==> config.mk <==
export PLATFORM = sky130hd
export DESIGN_NAME = alucont_md_flat
export DESIGN_NICKNAME = d
export VERILOG_FILES = /design/src/rtl/alucont_md_if.sv /design/src/rtl/alucont_md.sv /design/src/flat_wrapper.sv
export SDC_FILE = /design/constraint.sdc
export NUM_CORES = 1
export LEC_CHECK = 0
export ABC_AREA = 1
export BUFFER_PORTS_ARGS = -buffer_cell sky130_fd_sc_hd__buf_4
export CORE_ASPECT_RATIO = 1.4
export CORE_UTILIZATION = 40
export CTS_BUF_LIST = sky130_fd_sc_hd__clkbuf_8
export DETAILED_ROUTE_END_ITERATION = 10
export GPL_ROUTABILITY_DRIVEN = 1
export MAX_ROUTING_LAYER = met4
export PLACE_DENSITY = 0.58
export SLEW_MARGIN = 25
export SYNTH_ARGS = -nofsm -noshare
export SYNTH_HDL_FRONTEND = slang
export SYNTH_SLANG_ARGS = --single-unit
export TNS_END_PERCENT = 100
==> constraint.sdc <==
create_clock -name clk -period 12.5 [get_ports clk]
set_input_delay 0.625 -clock clk [delete_from_list [all_inputs] [get_ports clk]]
set_output_delay 0.625 -clock clk [all_outputs]
set_load 0.005 [all_outputs]
==> src/rtl/alucont_md_if.sv <==
// alucont_md_if: execute-stage bundle between the main controller and the ALU-control / mul-div block.
// Latency: none. This file only groups the signals.
// Backpressure: the block raises stall toward the controller. The controller side is the master modport.
interface alucont_md_if #(
  parameter int WIDTH = 32
);
  logic             ex_valid;
  logic [1:0]       aluop;
  logic [5:0]       funct;
  logic [WIDTH-1:0] a;
  logic [WIDTH-1:0] b;
  logic [2:0]       gout;
  logic             stall;
  logic             md_busy;
  logic [WIDTH-1:0] hi;
  logic [WIDTH-1:0] lo;
  logic [WIDTH-1:0] hilo_rd;

  modport master (
    output ex_valid, aluop, funct, a, b,
    input  gout, stall, md_busy, hi, lo, hilo_rd
  );

  modport slave (
    input  ex_valid, aluop, funct, a, b,
    output gout, stall, md_busy, hi, lo, hilo_rd
  );
endinterface

==> src/rtl/alucont_md.sv <==
// alucont_md: ALU control decode plus an iterative mult/multu/div/divu sequencer with HI/LO registers.
// Latency: gout and stall are combinational. HI/LO are written WIDTH+1 edges after the start edge.
// Backpressure: stall holds execute for mul/div or HI/LO ops while busy. Optional mthi/mtlo build: HILO_WRITE_EN.
module alucont_md #(
  parameter int WIDTH = 32,
  parameter int CNT_W = 6
) (
  input  logic         clk,
  input  logic         reset,
  alucont_md_if.slave  bus
);

  localparam logic [5:0] F_ADD   = 6'b100000;
  localparam logic [5:0] F_SUB   = 6'b100010;
  localparam logic [5:0] F_AND   = 6'b100100;
  localparam logic [5:0] F_OR    = 6'b100101;
  localparam logic [5:0] F_SLT   = 6'b101010;
  localparam logic [5:0] F_MULT  = 6'b011000;
  localparam logic [5:0] F_MULTU = 6'b011001;
  localparam logic [5:0] F_DIV   = 6'b011010;
  localparam logic [5:0] F_DIVU  = 6'b011011;
  localparam logic [5:0] F_MFHI  = 6'b010000;
  localparam logic [5:0] F_MFLO  = 6'b010010;
  localparam logic [WIDTH-1:0]   ONE  = WIDTH'(1);
  localparam logic [2*WIDTH-1:0] ONE2 = (2*WIDTH)'(1);

  typedef enum logic [1:0] {S_IDLE, S_MUL, S_DIV, S_FIX} state_t;

  state_t             r_state, w_next;
  logic [CNT_W-1:0]   r_cnt;
  logic [WIDTH-1:0]   r_rem;    // product high half / partial remainder
  logic [WIDTH-1:0]   r_quo;    // multiplier bits / dividend shifting into quotient
  logic [WIDTH-1:0]   r_div;    // multiplicand / divisor magnitude
  logic               r_is_div, r_neg_q, r_neg_r, r_dz;
  logic [WIDTH-1:0]   r_hi, r_lo;

  logic w_rtype, w_md, w_hf, w_mthi, w_mtlo, w_busy, w_start, w_signed;
  logic w_a_neg, w_b_neg;
  logic [WIDTH-1:0]   w_a_mag, w_b_mag;
  logic [WIDTH:0]     w_mul_sum, w_shift;
  logic [WIDTH-1:0]   w_diff;
  logic               w_ge;
  logic [2*WIDTH-1:0] w_prod, w_prod_fix;
  logic [WIDTH-1:0]   w_quo_fix, w_rem_fix;

  assign w_rtype = (bus.aluop == 2'b10);
  assign w_md    = w_rtype & ((bus.funct == F_MULT) | (bus.funct == F_MULTU) |
                              (bus.funct == F_DIV)  | (bus.funct == F_DIVU));
`ifdef HILO_WRITE_EN
  assign w_mthi  = w_rtype & (bus.funct == 6'b010001);
  assign w_mtlo  = w_rtype & (bus.funct == 6'b010011);
`else
  assign w_mthi  = 1'b0;
  assign w_mtlo  = 1'b0;
`endif
  assign w_hf     = (w_rtype & ((bus.funct == F_MFHI) | (bus.funct == F_MFLO))) | w_mthi | w_mtlo;
  assign w_busy   = (r_state != S_IDLE);
  assign w_start  = bus.ex_valid & w_md & ~w_busy;
  // funct[0] clear selects the signed variant (mult, div); funct[1] selects divide.
  assign w_signed = ~bus.funct[0];

  assign w_a_neg = w_signed & bus.a[WIDTH-1];
  assign w_b_neg = w_signed & bus.b[WIDTH-1];
  assign w_a_mag = w_a_neg ? (~bus.a + ONE) : bus.a;
  assign w_b_mag = w_b_neg ? (~bus.b + ONE) : bus.b;

  // Shift-add step: conditionally add the multiplicand, then shift {rem,quo} right one bit.
  assign w_mul_sum = {1'b0, r_rem} + (r_quo[0] ? {1'b0, r_div} : {(WIDTH+1){1'b0}});
  // Restoring divide step: bring in the next dividend bit and trial-subtract the divisor.
  assign w_shift   = {r_rem, r_quo[WIDTH-1]};
  assign w_ge      = (w_shift >= {1'b0, r_div});
  assign w_diff    = w_shift[WIDTH-1:0] - r_div;

  assign w_prod     = {r_rem, r_quo};
  assign w_prod_fix = r_neg_q ? (~w_prod + ONE2) : w_prod;
  // A zero divisor yields all-ones quotient regardless of sign; the remainder path already restores a.
  assign w_quo_fix  = r_dz ? {WIDTH{1'b1}} : (r_neg_q ? (~r_quo + ONE) : r_quo);
  assign w_rem_fix  = r_neg_r ? (~r_rem + ONE) : r_rem;

  assign bus.stall   = bus.ex_valid & w_busy & (w_md | w_hf);
  assign bus.md_busy = w_busy;
  assign bus.hi      = r_hi;
  assign bus.lo      = r_lo;
  assign bus.hilo_rd = (bus.funct == F_MFHI) ? r_hi : r_lo;

  // ALU control decode, independent of valid and sequencer state.
  always_comb begin
    bus.gout = 3'b010;
    if (w_rtype) begin
      case (bus.funct)
        F_SUB:   bus.gout = 3'b110;
        F_AND:   bus.gout = 3'b000;
        F_OR:    bus.gout = 3'b001;
        F_SLT:   bus.gout = 3'b111;
        F_ADD:   bus.gout = 3'b010;
        default: bus.gout = 3'b010;
      endcase
    end else if (bus.aluop == 2'b01) begin
      bus.gout = 3'b110;
    end
  end

  // Sequencer state register.
  always_ff @(posedge clk or posedge reset) begin
    if (reset) r_state <= S_IDLE;
    else       r_state <= w_next;
  end

  // Next-state: start on an accepted md op, iterate WIDTH times, then one fix-up edge.
  always_comb begin
    w_next = r_state;
    case (r_state)
      S_IDLE: if (w_start) w_next = bus.funct[1] ? S_DIV : S_MUL;
      S_MUL:  if (r_cnt == CNT_W'(1)) w_next = S_FIX;
      S_DIV:  if (r_cnt == CNT_W'(1)) w_next = S_FIX;
      S_FIX:  w_next = S_IDLE;
      default: w_next = S_IDLE;
    endcase
  end

  // Iteration datapath: latch magnitudes and signs at start, then one bit per edge.
  always_ff @(posedge clk or posedge reset) begin
    if (reset) begin
      r_cnt    <= '0;
      r_rem    <= '0;
      r_quo    <= '0;
      r_div    <= '0;
      r_is_div <= 1'b0;
      r_neg_q  <= 1'b0;
      r_neg_r  <= 1'b0;
      r_dz     <= 1'b0;
    end else begin
      case (r_state)
        S_IDLE: if (w_start) begin
          r_cnt    <= CNT_W'(WIDTH);
          r_rem    <= '0;
          r_quo    <= w_a_mag;
          r_div    <= w_b_mag;
          r_is_div <= bus.funct[1];
          r_neg_q  <= w_a_neg ^ w_b_neg;
          r_neg_r  <= w_a_neg & bus.funct[1];
          r_dz     <= bus.funct[1] & (bus.b == '0);
        end
        S_MUL: begin
          r_rem <= w_mul_sum[WIDTH:1];
          r_quo <= {w_mul_sum[0], r_quo[WIDTH-1:1]};
          r_cnt <= r_cnt - 1'b1;
        end
        S_DIV: begin
          r_rem <= w_ge ? w_diff : w_shift[WIDTH-1:0];
          r_quo <= {r_quo[WIDTH-2:0], w_ge};
          r_cnt <= r_cnt - 1'b1;
        end
        default: ;
      endcase
    end
  end

  // HI/LO: written only by the fix-up edge (or, optionally, mthi/mtlo while idle).
  always_ff @(posedge clk or posedge reset) begin
    if (reset) begin
      r_hi <= '0;
      r_lo <= '0;
    end else if (r_state == S_FIX) begin
      if (r_is_div) begin
        r_lo <= w_quo_fix;
        r_hi <= w_rem_fix;
      end else begin
        {r_hi, r_lo} <= w_prod_fix;
      end
    end else if (bus.ex_valid & ~w_busy) begin
      if (w_mthi) r_hi <= bus.a;
      if (w_mtlo) r_lo <= bus.a;
    end
  end

endmodule

==> src/flat_wrapper.sv <==
// flat-port wrapper written by rule: the top's interface ports become plain ports
module alucont_md_flat 
#(
  parameter int WIDTH = 32,
  parameter int CNT_W = 6
)
  (clk, reset, bus_ex_valid, bus_aluop, bus_funct, bus_a, bus_b, bus_gout, bus_stall, bus_md_busy, bus_hi, bus_lo, bus_hilo_rd);
  alucont_md_if #(.WIDTH(WIDTH)) bus_i ();
  input  logic clk;
  input  logic reset;
  input wire logic [$bits(bus_i.ex_valid)-1:0] bus_ex_valid;
  input wire logic [$bits(bus_i.aluop)-1:0] bus_aluop;
  input wire logic [$bits(bus_i.funct)-1:0] bus_funct;
  input wire logic [$bits(bus_i.a)-1:0] bus_a;
  input wire logic [$bits(bus_i.b)-1:0] bus_b;
  output wire logic [$bits(bus_i.gout)-1:0] bus_gout;
  output wire logic [$bits(bus_i.stall)-1:0] bus_stall;
  output wire logic [$bits(bus_i.md_busy)-1:0] bus_md_busy;
  output wire logic [$bits(bus_i.hi)-1:0] bus_hi;
  output wire logic [$bits(bus_i.lo)-1:0] bus_lo;
  output wire logic [$bits(bus_i.hilo_rd)-1:0] bus_hilo_rd;
  assign bus_i.ex_valid = bus_ex_valid;
  assign bus_i.aluop = bus_aluop;
  assign bus_i.funct = bus_funct;
  assign bus_i.a = bus_a;
  assign bus_i.b = bus_b;
  assign bus_gout = bus_i.gout;
  assign bus_stall = bus_i.stall;
  assign bus_md_busy = bus_i.md_busy;
  assign bus_hi = bus_i.hi;
  assign bus_lo = bus_i.lo;
  assign bus_hilo_rd = bus_i.hilo_rd;
  alucont_md #(.WIDTH(WIDTH), .CNT_W(CNT_W)) u_core (.clk(clk), .reset(reset), .bus(bus_i));
endmodule
==> flow_summary_export.csv, run 1 <==
group,metric,value,unit
status,status,"finished clean",
logic_synthesis,yosys.area.top_type,"dfrtp_1",
global_route,grt_pass1_wl,119.9,mm
setup_path,endpoint_kind,"flip-flop",
final_layout,drive_above_1_share,0.1022,
logic_synthesis,ys.flop_type,"dfrtp_1",
cts,cts_setup_buffers,0,
setup_path,rrSetupSlack,8540,ps
timing,hold-worst-slack,163.0,ps
global_route,grt_pass1_vias,18722,
timing,fin_worst_skew,20.80,ps
placement,gp_congestion,1.087,
placement,port_buffers,175,
routing,viasPerCell,5.521,
global_route,grt_max_degree,76,
logic_synthesis,synthTopCellsByArea,"dfrtp_1 25%, nand2_1 19%, inv_1 9.8%",
timing,slew_headroom,0.2754,
cts,cts_made_buffers,17,
pwr,power.density,258.1,nW/um^2
setup_path,reg2reg_to,"u_core.r_quo[0]",
routing,drc,0,
setup_path,critPathKind,"reg -> reg",
final_layout,nNetsFinal,3191,
global_route,antenna_found_initial,3,
cts,cts_sinks,172,
timing,hold_viol_final,0,
final_layout,fillers,4740,
routing,wl_per_cell,23.11,um
flow_run,drv_cap,0,
die,coreArea,43020,um^2
timing,clock.fmax,252.5,MHz
cts,cts_hold_buf,0,
logic_synthesis,netlist_instances,2910,
pwr,total_leakage_power,10.71,nW
timing,final.setup.tns,0,ps
setup_path,reg2reg_depth,11,
timing,fin_crit,3960,ps
logic_synthesis,synth_edf_count,0,
routing,vias,19914,
setup_path,crit_arrival,4390,ps
cts,cts_max_level,4,
routing,drtIter0Drc,1538,
cts,cts_tree,"yes",
die,num_io_pins,176,
logic_synthesis,async_reset_ff_frac,1.000,
die,rows,90,
logic_synthesis,synth_top_cell_area_share,0.2474,
setup_path,crit_required,12930,ps
timing,worst_pin_slew,1084,ps
die,die_height,248.8,um
logic_synthesis,yosys_warnings,0,
placement,place_hpwl,67.04,mm
logic_synthesis,yosys-top-cells-count,"903 x nand2_1, 455 x inv_1, 265 x nor2_1",
global_route,grt_overflow,0,
logic_synthesis,netlist_area,17400,um^2
cts,insertion_delay,550,ps
global_route,grt_most_used_layer,"met2",
routing,antenna_left,0,
hold_path,hp-class,"in -> async",
routing,drtPass1Iterations,6,
timing,finalSetupViolations,0,
final_layout,seq_area,4305,um^2
logic_synthesis,synth.most_common_cell,"nand2_1",
pwr,ir_worst_vdd,0.1372,mV
logic_synthesis,synth.yosys.seq_area_share,0.2474,
global_route,grt_use_met2,0.6361,
global_route,use_met3,0.04487,
cts,clk_path_buf_depth,2,
cts,cts_root_buffer,"clkbuf_8",
die,fp.dieW,178.3,um
timing,slew_violations,0,
routing,drt_wl_total,83.37,mm
logic_synthesis,ys_ff_latch,172,
die,dieArea,44350,um^2
setup_path,rr_startpoint,"u_core.r_rem[27]",
logic_synthesis,synth_nets,3062,
cts,clk_pin_slew,120,ps
final_layout,multi_input_area,10980,um^2
setup_path,cp_max_fo,33,
logic_synthesis,synth_area_per_cell,5.979,um^2
final_layout,areaGrowthSynthToFinish,12.39,%
timing,rsz0062_at_grt,"false",
global_route,groute.usage.overall,0.3863,
die,initial_utilization,0.4045,
logic_synthesis,yosys.cell_types.count,52,
global_route,grt_util_met1,0.4023,
cts,cts_resized,0,
setup_path,start_kind,"flip-flop",
timing,period_share,0.3168,
critical path: stages, from the launching register on:
cell      delay (ps)
dfrtp_1          600
ha_1             370
a21oi_1          220
nand2_1          100
a21oi_1          190
nand2_1          130
nor2_4           720
nand2_2          730
nand2_1          410
nand2_1          110
o211ai_1         100
o21ai_0          110
cell families (layout without fill, tap and decap cells):
kind of cell / Yosys count / after routing / share of synthesized area
adders and majority gates: 77 / 77 / 0.05623
muxes: 13 / 13 / 0.008414
other: 0 / 3 / 0
and+or+nand+nor: 1572 / 1572 / 0.3834
xor gates and xnor gates: 65 / 65 / 0.03272
AOI/OAI and AO/OA: 465 / 465 / 0.1489
DFF: 172 / 172 / 0.2474
buffers and inverters: 546 / 688 / 0.1230
worst max-delay path by stage:
| stage | slack (ps) | from | to |
|---|---|---|---|
| 2_1_floorplan | 7210 | reset | u_core.bus.hi[0] |
| 3_3_place_gp | 8660 | u_core.r_rem[29] | u_core.r_rem[29] |
| 3_5_place_dp | 8640 | u_core.r_rem[27] | u_core.r_quo[0] |
| 4_1_cts | 8590 | u_core.r_rem[27] | u_core.r_quo[0] |
| 5_1_grt | 8350 | u_core.r_rem[26] | u_core.r_rem[28] |
| 6_report | 8540 | u_core.r_rem[27] | u_core.r_quo[0] |
final cells by class:
class	count	share of cell area
well taps	552	0.03532
flip-flops and latches	172	0.2202
clock inverters	15	0.007806
inverters	464	0.08939
diodes	3	0.0003839
multi-input cells	2192	0.5613
clock buffers	17	0.01196
repair buffers	192	0.07371
routing by layer:
layer  part of all wire  wire length, um
met5                  0                0
met4               0.10             8738
met3              0.048             4010
met2               0.48            40370
met1               0.36            30260
cells in the final DEF (no fill, tap or decap), types with 8 or more instances in the layout:
master / count
ha_1: 74
buf_4: 192
nand3b_1: 13
nand2_2: 11
nand3_2: 14
o211ai_1: 11
nand4_1: 36
xnor2_1: 14
a21oi_1: 139
a22oi_1: 27
nand3_1: 247
dfrtp_1: 171
nor2_1: 264
o21ai_0: 184
o21ai_1: 17
a31oi_1: 18
nor2_2: 19
mux2_2: 13
nand2_1: 903
nor3_1: 31
o22ai_1: 36
nor4_1: 8
inv_1: 453
xor2_1: 51
clkbuf_8: 17
state kept, by name, summed over array words and instances (netlist names), 2 cells and up:
name            flops
u_core.bus.hi      32
u_core.bus.lo      32
u_core.r_cnt        6
u_core.r_div       32
u_core.r_quo       32
u_core.r_rem       32
u_core.r_state      2
stage by stage:
step                      setup WS, ps    util  cells  power [mW]  cell area [um^2]
after floorplan                   7215       -   2910       3.136             17400
after detailed placement          8640  0.4453   3572       4.534             19150
final                             8540  0.4546   3607       5.047             19560
after global routing              8352  0.4546   3607       5.397             19560
after global placement            8662  0.4453   3572       4.524             19150
after CTS                         8588  0.4543   3604       4.970             19540
power breakdown:
| group | total, mW | switching (mW) | leakage (nW) | internal (mW) |
|---|---|---|---|---|
| logic | 3.54 | 2.41 | 8.40 | 1.13 |
| clock network | 0.428 | 0.264 | 0.192 | 0.164 |
| registers | 1.08 | 0.308 | 2.11 | 0.773 |
| total | 5.05 | 2.98 | 10.7 | 2.06 |
Power figures use the tool's default switching activity.
==> run 2: changes to the inputs <==
--- a/config.mk
+++ b/config.mk
@@ -13,7 +13,7 @@
 export DETAILED_ROUTE_END_ITERATION = 10
 export GPL_ROUTABILITY_DRIVEN = 1
 export MAX_ROUTING_LAYER = met4
-export PLACE_DENSITY = 0.58
+export PLACE_DENSITY = 0.6
 export SLEW_MARGIN = 25
 export SYNTH_ARGS = -nofsm -noshare
 export SYNTH_HDL_FRONTEND = slang
==> constraint.sdc (replaced) <==
create_clock -name clk -period 3.25 [get_ports clk]
set_input_delay 0.1625 -clock clk [delete_from_list [all_inputs] [get_ports clk]]
set_output_delay 0.1625 -clock clk [all_outputs]
set_load 0.005 [all_outputs]
==> flow_summary_export.csv, run 2 (synthesized netlist as in run 1, its figures left out) <==
group,metric,value,unit
placement,dp_slack,227.3,ps
setup_path,crit_arrival,3520,ps
hold_path,hp-class,"in -> reg",
timing,worst_pin_slew,987.5,ps
final_layout,fillers,4738,
setup_path,crit_required,3680,ps
die,num_io_pins,176,
flow_run,drv_cap,0,
placement,post_dp_cell_area,19610,um^2
final_layout,fin_cells,3679,
pwr,total_leakage_power,11.09,nW
setup_path,critPathKind,"reg -> reg",
setup_path,path_cells,"ha_1, nand2_1, inv_1, nand2_1, nand2_1, nand2_1, nand3_1, inv_1, nand2_2, nand2_2, buf_4, nand3_2, nand3_1, nand2_1, nand2_1, nand2_1",
cts,cts_sinks,172,
cts,cts_setup_buffers,0,
final_layout,drive_above_1_share,0.1155,
setup_path,slowest_delay,740,ps
routing,vias,20154,
final_layout,final_cell_mix,"903 x nand2_1, 455 x inv_1, 264 x nor2_1",
timing,hold_viol_final,0,
global_route,grt_overflow,0,
pwr,ir_worst_vdd,0.6821,mV
timing,fin_crit,3092,ps
placement,place_hpwl,66.35,mm
cts,cts_made_buffers,17,
global_route,groute.usage.overall,0.3784,
global_route,antenna_found_initial,1,
cts,clk_pin_slew,110,ps
setup_path,crit_buf_inv,3,
global_route,grt_pass1_vias,19146,
global_route,grt_max_degree,65,
final_layout,areaGrowthSynthToFinish,16.13,%
die,coreArea,43020,um^2
timing,slew_violations,0,
die,fp.dieW,178.3,um
timing,slew_headroom,0.3409,
routing,drt_wl_total,81.39,mm
final_layout,post-route-cell-area,20210,um^2
cts,clk_path_buf_depth,2,
pwr,power.density,945.6,nW/um^2
routing,drc,0,
routing,drtIter0Drc,1533,
setup_path,reg2reg_depth,16,
cts,cts_root_buffer,"clkbuf_8",
routing,antenna_left,0,
setup_path,cp_max_fo,28,
die,die_height,248.8,um
placement,gp_congestion,1.021,
timing,final.setup.tns,0,ps
die,dieArea,44350,um^2
timing,finalSetupViolations,0,
setup_path,crit_family,"simple AND/OR/NAND/NOR gates",
setup_path,crit_slowest_cell,"dfrtp_1",
status,status,"finished clean",
cts,cts_max_level,4,
global_route,grt_pass1_wl,119.1,mm
timing,setup_ws,158.2,ps
die,initial_utilization,0.4045,
die,rows,90,
setup_path,start_kind,"flip-flop",
timing,rsz0062_at_grt,"false",
placement,port_buffers,175,
cts,insertion_delay,550,ps
setup_path,endpoint_kind,"flip-flop",
hold_path,holdPathStages,5,
cts,cts_tree,"yes",
final_layout,final_common_cell,"nand2_1",
final_layout,nNetsFinal,3264,
setup_path,crit_path_frequent_cell,"nand2_1",
timing,period_share,0.9513,
timing,clock.fmax,323.4,MHz
timing,fin_worst_skew,28.91,ps
setup_path,cp.depth,16,
routing,wl_per_cell,22.12,um
routing,viasPerCell,5.478,
placement,placedCellCount,3623,
routing,drtPass1Iterations,7,
-- run 2: cell types whose count changed in the layout (fill, tap and decap cells not counted), moves of 2 or more --
cell and delta:
inv_8 -2, clkinv_4 +2, dlygate4sd3_1 +22, inv_1 +2, buf_4 +45, buf_12 +6
-- run 2: final timing paths --
check	slack (ps)	start	endpoint
worst min-delay path	10	bus_b[5]	u_core.r_div[5]
worst max register to register	160	u_core.r_rem[11]	u_core.r_rem[21]
worst min register to register	530	u_core.bus.hi[26]	u_core.bus.hi[26]
max in group asynchronous	2100	reset	u_core.r_rem[19]
worst max-delay path	160	u_core.r_rem[11]	u_core.r_rem[21]
min in group asynchronous	370	reset	u_core.bus.hi[14]
-- run 2: cell type report --
class,count,area (um^2),share of cell area
clock inverter,15,140.1,0.006935
antenna,2,5.005,0.0002477
sequential,172,4305,0.2131
clock buffer,17,234.0,0.01158
inverter,464,1747,0.08645
multi-input combinational,2192,10960,0.5426
tap,552,690.7,0.03418
timing repair buffer,265,2120,0.1049
-- run 2: through the flow --
step / hold WS, ps / power, mW / utilization
6_report: 13.83 / 19.11 / 0.4697
5_1_grt: 34.20 / 20.61 / 0.4697
4_1_cts: 10.96 / 18.90 / 0.4696
3_5_place_dp: 376.8 / 17.28 / 0.4558
3_3_place_gp: 370.9 / 17.15 / 0.4556
2_1_floorplan: 309.4 / 12.06 / -
-- run 2: metal layers --
layer / GRT usage / vias up / routed length [um]
met5: - / - / 0
met4: 0.3012 / 0 / 7565
met3: 0.04106 / 247 / 3645
met2: 0.6328 / 721 / 39900
met1: 0.4016 / 9453 / 30270
li1: - / 9733 / -
-- run 2: worst reg2reg max path, stage by stage, from the launching register on --
cell     delay (ps)
dfrtp_1         740
ha_1            410
nand2_1         170
inv_1            50
nand2_1          60
nand2_1          90
nand2_1          70
nand3_1          80
inv_1            90
nand2_2          70
nand2_2          70
buf_4           340
nand3_2         120
nand3_1         380
nand2_1         120
nand2_1          70
nand2_1          60
-- run 2: report_power, final --
part / switching (mW) / internal (mW) / leakage (nW)
Sequential: 1.10 / 2.98 / 2.11
Combinational: 8.81 / 4.62 / 8.78
Clock: 0.974 / 0.618 / 0.198
Total: 10.9 / 8.22 / 11.1
-- run 2: what timing repair did --
item                                    CTS  global route
gates resized for setup                   0             1
hold endpoints to repair                 55             0
hold buffers                             22             0
endpoints found under the setup margin    0             1
==> run 3: changes to the inputs <==
--- a/config.mk
+++ b/config.mk
@@ -7,7 +7,6 @@
 export LEC_CHECK = 0
 export ABC_AREA = 1
 export BUFFER_PORTS_ARGS = -buffer_cell sky130_fd_sc_hd__buf_4
-export CORE_ASPECT_RATIO = 1.4
 export CORE_UTILIZATION = 40
 export CTS_BUF_LIST = sky130_fd_sc_hd__clkbuf_8
 export DETAILED_ROUTE_END_ITERATION = 10
==> flow_summary_export.csv, run 3 (synthesized netlist as in run 1, its figures left out) <==
group,metric,value,unit
status,status,"finished clean",
die,fp.dieW,210.6,um
cts,cts_made_buffers,17,
timing,fin_crit,2877,ps
cts,clk_pin_slew,100,ps
die,dieArea,44340,um^2
cts,insertion_delay,570,ps
routing,drc,0,
cts,cts_sinks,172,
pwr,power,19.03,mW
global_route,grt_pass1_wl,116.9,mm
timing,slew_violations,0,
timing,final.setup.tns,0,ps
setup_path,start_kind,"flip-flop",
global_route,grt_pass1_vias,18720,
routing,wl_per_cell,20.85,um
placement,port_buffers,175,
setup_path,path_cells,"nand2_1, inv_1, ha_1, inv_1, fa_1, inv_1, nand2_1, o21ai_0, nand3_1, nand2_1, nand2_1, nand2_1, nand2_1, nand2_1, nand2_1, nand3_1, nand2_1, nand2_1, nand2_1",
die,initial_utilization,0.4048,
die,num_io_pins,176,
timing,worst_pin_slew,943.2,ps
global_route,grt_max_degree,67,
final_layout,nNetsFinal,3301,
setup_path,crit_path_frequent_cell,"nand2_1",
setup_path,crit_arrival,3330,ps
placement,gp_congestion,1.071,
final_layout,areaGrowthSynthToFinish,18.27,%
cts,cts_setup_buffers,0,
global_route,grt_overflow,0,
final_layout,antennaDiodeCount,0,
cts,cts_max_level,4,
setup_path,crit_slowest_cell,"dfrtp_1",
hold_path,holdPathStages,4,
flow_run,drv_cap,0,
die,die_height,210.6,um
hold_path,worstHoldStart,"bus_a[5]",
timing,rsz0062_at_grt,"false",
placement,place_hpwl,63.96,mm
timing,fin_worst_skew,21.49,ps
global_route,groute.usage.overall,0.3651,
timing,period_share,0.8851,
setup_path,critPathKind,"reg -> reg",
cts,cts_tree,"yes",
setup_path,cp_max_fo,5,
final_layout,utilization,0.4787,
timing,hold_viol_final,0,
pwr,total_leakage_power,11.24,nW
setup_path,crit_required,3700,ps
hold_path,hp-class,"in -> reg",
setup_path,reg2reg_depth,19,
timing,slew_headroom,0.3673,
routing,viasPerCell,5.414,
final_layout,final_common_cell,"nand2_1",
pwr,power.density,925.0,nW/um^2
routing,drtPass1Iterations,6,
final_layout,drive_above_1_share,0.1157,
pwr,ir_worst_vdd,0.5583,mV
setup_path,rr_startpoint,"u_core.r_quo[0]",
timing,hold-worst-slack,55.22,ps
setup_path,reg2reg_to,"u_core.r_rem[27]",
setup_path,endpoint_kind,"flip-flop",
global_route,antenna_found_initial,0,
routing,drtIter0Drc,2266,
setup_path,rrSetupSlack,370,ps
hold_path,min_to,"u_core.r_quo[5]",
routing,vias,20285,
routing,antenna_left,0,
die,rows,76,
final_layout,final_cell_mix,"903 x nand2_1, 455 x inv_1, 264 x nor2_1",
die,coreArea,42980,um^2
cts,cts_root_buffer,"clkbuf_8",
setup_path,slowest_delay,440,ps
timing,finalSetupViolations,0,
timing,clock.fmax,347.6,MHz
routing,drt_wl_total,78.14,mm
cts,clk_path_buf_depth,2,
## run 3: layer usage
metal,track usage,wire length (um),vias to the layer above
met3,0.05140,6342,82
met2,0.5134,32560,878
li1,-,-,9823
met4,0.09345,1707,0
met1,0.5414,37530,9502
met5,-,0,-
## run 3: worst max-delay path by stage
stage | startpoint | slack [ps] | to | depth (start not counted)
floorplan | reset | 890 | u_core.bus.hi[0] | 1
global placement | u_core.r_quo[0] | 460 | u_core.r_rem[27] | 19
detailed placement | u_core.r_quo[0] | 440 | u_core.r_rem[27] | 19
CTS | u_core.r_quo[0] | 410 | u_core.r_rem[27] | 19
global route | u_core.r_quo[0] | 80 | u_core.r_rem[27] | 19
finish | u_core.r_quo[0] | 370 | u_core.r_rem[27] | 19
## run 3: power by group
part | leakage [nW] | switching [mW] | internal [mW]
Combinational | 8.93 | 8.82 | 4.63
Sequential | 2.11 | 0.991 | 2.98
Clock | 0.199 | 0.969 | 0.641
Total | 11.2 | 10.8 | 8.25
## run 3: cell type report
type | count | area, um^2
Multi-Input combinational cell | 2192 | 10960
Tap cell | 585 | 732.0
Inverter | 464 | 1747
Timing Repair Buffer | 302 | 2447
Clock inverter | 14 | 140.1
Sequential cell | 172 | 4304
Clock buffer | 18 | 247.7
Fill cell | 4637 | 22400
## run 3: timing repair
action,CTS,global route
hold endpoints to repair,82,0
hold buffers,52,0
endpoints found under the setup margin,0,0
gates resized for setup,0,0
## run 3: metrics by stage
| stage | cell area [um^2] | instances | setup WS [ps] |
|---|---|---|---|
| after floorplan | 17400 | 2910 | 890.8 |
| after global placement | 19670 | 3663 | 462.2 |
| after detailed placement | 19670 | 3663 | 438.7 |
| after CTS | 20580 | 3747 | 405.2 |
| after global routing | 20580 | 3747 | 84.00 |
| final | 20580 | 3747 | 373.4 |
## run 3: worst max-delay path: cells and delay by family, from the launching register on
family | cells | cell delay (ps)
simple gates | 13 | 1170
flops | 1 | 440
fa+ha+maj | 2 | 560
buf+inv | 3 | 200
compound gates | 1 | 400
